`config.mk`:
```
export PLATFORM = sky130hd
export DESIGN_NAME = lfsr_pattern_gen
export DESIGN_NICKNAME = d
export VERILOG_FILES = /design/src/rtl/lfsr_pattern_gen.sv
export SDC_FILE = /design/constraint.sdc
export NUM_CORES = 1
export LEC_CHECK = 0
export CORE_AREA = 2 2 39 41
export DETAILED_ROUTE_END_ITERATION = 10
export DIE_AREA = 0 0 41 43
export PLACE_DENSITY_LB_ADDON = 0.1
export SETUP_SLACK_MARGIN = 0.1
export SYNTH_ARGS = -nofsm -noshare
export SYNTH_HDL_FRONTEND = slang
export SYNTH_SLANG_ARGS = --single-unit
```
`constraint.sdc`:
```
create_clock -name clk -period 1.6 [get_ports clk]
set_clock_uncertainty 0.05 [all_clocks]
set_input_delay 0.16 -clock clk [delete_from_list [all_inputs] [get_ports clk]]
set_output_delay 0.16 -clock clk [all_outputs]
set_load 0.01 [all_outputs]
```
`src/rtl/lfsr_pattern_gen.sv`:
```
// lfsr_pattern_gen: seeded maximal-length Fibonacci LFSR pattern source with a sticky period-complete flag
module lfsr_pattern_gen #(
    parameter int NUM_BITS = 4
) (
    input  logic                clk,
    input  logic                n_rst,
    input  logic [NUM_BITS-1:0] seed,
    output logic [NUM_BITS:1]   out,
    output logic                LFSR_Done
);
    // bit k-1 set means tap k of out[NUM_BITS:1] feeds the XOR
    function automatic logic [31:0] tap_mask(input int n);
        case (n)
            2:       return 32'h0000_0003;
            3:       return 32'h0000_0006;
            4:       return 32'h0000_000C;
            5:       return 32'h0000_0014;
            6:       return 32'h0000_0030;
            7:       return 32'h0000_0060;
            8:       return 32'h0000_00B8;
            9:       return 32'h0000_0110;
            10:      return 32'h0000_0240;
            11:      return 32'h0000_0500;
            12:      return 32'h0000_0829;
            13:      return 32'h0000_100D;
            14:      return 32'h0000_2015;
            15:      return 32'h0000_6000;
            16:      return 32'h0000_D008;
            17:      return 32'h0001_2000;
            18:      return 32'h0002_0400;
            19:      return 32'h0004_0023;
            20:      return 32'h0009_0000;
            21:      return 32'h0014_0000;
            22:      return 32'h0030_0000;
            23:      return 32'h0042_0000;
            24:      return 32'h00E1_0000;
            25:      return 32'h0120_0000;
            26:      return 32'h0200_0023;
            27:      return 32'h0400_0013;
            28:      return 32'h0900_0000;
            29:      return 32'h1400_0000;
            30:      return 32'h2000_0029;
            31:      return 32'h4800_0000;
            32:      return 32'h8020_0003;
            default: return 32'h0000_0000;
        endcase
    endfunction

    localparam logic [31:0] TAP_MASK = tap_mask(NUM_BITS);

    if (NUM_BITS < 2 || NUM_BITS > 32) begin : g_bad_width
        $error("lfsr_pattern_gen: NUM_BITS must be in 2..32");
    end

    logic [NUM_BITS:1] taps;
    logic [NUM_BITS:1] load;
    logic [NUM_BITS:1] nxt;
    logic [NUM_BITS:1] seed_q;

    // an all-zero seed would lock the register, so 1 is substituted
    always_comb begin
        taps = TAP_MASK[NUM_BITS-1:0];
        load = (seed == '0) ? {{(NUM_BITS-1){1'b0}}, 1'b1} : seed;
        nxt  = {out[NUM_BITS-1:1], ^(out & taps)};
    end

    // reset loads the seed; otherwise step until the seed comes round again, then hold
    always_ff @(posedge clk) begin
        if (n_rst) begin
            out       <= load;
            seed_q    <= load;
            LFSR_Done <= 1'b0;
        end else if (!LFSR_Done) begin
            out       <= nxt;
            LFSR_Done <= (nxt == seed_q);
        end
    end
endmodule

```
==> summary.md <==
| Metric | Value |
|---|---|
| Worst Tran Pin Value | 0.245 ns |
| Clock Sinks | 9 |
| Met3 usage | 6.28% |
| Total Routing Usage GR | 10.2% |
| Max Fclk | 718 MHz |
| Clk network pwr share | 26.2% |
| Fraction of the mapped netlist area in simple logic gates | 6.41% |
| # port buffers | 10 |
| Bufs on Longest Clock Path | 2 |
| Vias post-DR | 235 |
| Core footprint | 1380 um2 |
| Final setup vio count | 0 |
| Main combinational cell family by area after synthesis | multiplexers |
| Gate power share | 25.2% |
| RSZ-0062 raised after global routing | no |
| CTS Buf Count | 3 |
| Net Count, Synth | 32 |
| Top-count cell post-synth | edfxtp_1 |
| Yosys warns | 0 |
| Synth Instances | 26 |
| CP Class | reg2reg |
| 1st-iter DRT viols | 3 |
| Total grt overflow | 0 |
| Layout Nets | 47 |
| Seq/Total Area, Yosys | 66.7% |
| Initial antenna violation count | 0 |
| P_int | 500 uW |
| Boundary Pins | 11 |
| Leakage Power | 0.201 nW |
| Post-synthesis xor/xnor area fraction | 11.2% |
| Worst hold-check path type | in2reg |
| Tmin final | 1.39 ns |
| Post-synthesis mux area share | 11.5% |
| Top cells by area, synth | edfxtp_1 62%, xor2_1 11%, mux2_2 8.7% |
| Global Route met1 Usage | 9.73% |
| Worst Min Path Start | seed[2] |
| PD cells | 1220 nW/um2 |
| GRT busiest layer | met2 |
| Initial Util | 28.2% |
| Flops & latches, synth | 9 |
| Die width | 41 um |
| Sequential Power Share | 48.6% |
| Arrival time at the worst endpoint | 1.54 ns |
| TritonCTS clock tree | done |
| Tcrit/Tclk final | 87.1% |
| DP Worst Slack | 0.0544 ns |
| CTS Root Cell | clkbuf_4 |
| Synth area leader | edfxtp_1 |
| Setup TNS | 0 ns |
| Vias/cell | 4.20 |
| Height of the die | 43 um |
| Most used flip-flop cell after synthesis | edfxtp_1 |
| Clk slew on worst S/H paths | 0.06 ns |
| Hold depth | 1 |
| Routed Antenna Nets | 0 |
| Critical path peak fanout | 3 |
| CTS Hold Bufs | 0 |
| Outcome | finished clean |
| Yosys cell types | 11 |
| Layout area overhead | 40.4% |
| CTS resizes | 0 |
| Switching share of power | 25.0% |
| Crit path launch type | flop |
| Yosys top cell area share | 61.5% |
| Synth top cells by count | 8 x edfxtp_1, 5 x xor2_1, 3 x clkbuf_1, 3 x mux2_2 |
| CP startpoint | out[3]$_DFFE_PP_ |
| Mapped Avg Cell Area | 15.0 um2 |
| GR Layer Usage met2 | 13.8% |
| Max_slew headroom | 83.6% |
| Required time of the critical path | 1.74 ns |
| Post-DP HPWL | 532 um |
| Final slew viol count | 0 |
| Synth Area in Compound Gates | 1.28% |
| Post-synth EDFFs | 8 |
| Synthesized cell area | 390 um2 |
| First-pass GRT wire length | 1060 um |
| R2R cell count | 4 |
| Largest net degree at the start of global routing | 6 |
| Row cnt | 14 |
| CTS H-tree depth | 1 |
| Synth Area in Adders | 0% |
| Peak VDD IR | 0.000490 V |
| Worst setup EP type | flop |
| DRT Pass-1 Iters | 2 |
| Mean routed wirelength per cell | 11.8 um |
| Drt total wl | 659 um |
| FF-to-FF Start | out[3]$_DFFE_PP_ |
| Clock latency on the worst-skew pair | 0.26 ns |
| Hold Fails Final Rpt | 0 |
| Drc violations | 0 |
| Worst setup margin | 0.207 ns |
| Max capacitance violation total | 0 |
| P_sw | 166 uW |
| Die ar. | 1760 um2 |
| Vias in the first global route | 236 |
| Share of synthesized registers carrying an async set or reset | 0% |
| Inserted Diodes | 0 |
| Placer Congestion | 0.669 |
| Layout cells sized above 1 | 22.5% |
==> through the flow <==
step | power (mW) | instances | utilization [%] | hold WS [ns] | instance area, um2
after floorplan | 0.403 | 26 | - | 0.222 | 390
after global placement | 0.492 | 51 | 37.2 | 0.499 | 514
after detailed placement | 0.494 | 51 | 37.2 | 0.497 | 514
after CTS | 0.671 | 55 | 39.1 | 0.476 | 541
after global routing | 0.711 | 56 | 39.6 | 0.479 | 548
final | 0.667 | 56 | 39.6 | 0.484 | 548
==> state kept, by name, indices dropped and copies added (netlist names) <==
signal	flops
out	4
seed_q	4
LFSR_Done	1
==> per-layer routing <==
metal	vias to the layer above	wire length (um)
met5	-	0
met4	0	0
met3	0	31
met2	6	344
met1	110	283
li1	119	-
==> cell type report <==
type                    instances  area (um2)
clock buffers                   4        26.3
flip-flops and latches          9         260
repair buffers                 13         123
fillers                       142         836
well taps                      16        20.0
multi-input cells              14         119
==> cell usage in the layout (no fill, tap or decap), drive strengths merged <==
cell type and instances:
mux2 4, nand2b 1, dfxtp 1, clkdlybuf4s50 10, clkbuf 4, buf 3
o21ai 1, edfxtp 8, or4 1, or2 1, xor2 5, nor3 1
==> cells by family (layout without fill, tap and decap cells) <==
kind of cell / Yosys count / count (layout)
buffers and inverters: 3 / 17
AO/OA/AOI/OAI: 1 / 1
AND/OR/NAND/NOR: 4 / 4
multiplexers: 4 / 4
flip-flops: 9 / 9
XOR/XNOR: 5 / 5
==> timing repair <==
item                                   in CTS  in global routing
endpoints found under the hold margin       0                  0
setup endpoints to repair                   0                  1
setup buffers                               0                  1
==> critical path, cell delays in order (launching register included) <==
cell	delay (ns)
edfxtp_1	0.38
buf_4	0.16
xor2_1	0.15
or4_1	0.47
o21ai_1	0.12
==> path summary, 6_finish.rpt <==
check / endpoint / slack (ns)
max: LFSR_Done$_SDFF_PP0_ / 0.21
min: seed_q[3]$_DFFE_PP_ / 0.48
max reg2reg: LFSR_Done$_SDFF_PP0_ / 0.21
min reg2reg: LFSR_Done$_SDFF_PP0_ / 0.50
==> power groups by stage <==
stage | clock network (mW) | registers, mW | logic, mW
floorplan | 0 | 0.346 | 0.0565
global placement | 0 | 0.334 | 0.158
detailed placement | 0 | 0.335 | 0.159
CTS | 0.181 | 0.330 | 0.160
global route | 0.198 | 0.329 | 0.184
finish | 0.175 | 0.324 | 0.168
Note: power is estimated with default switching activity, not from simulation.
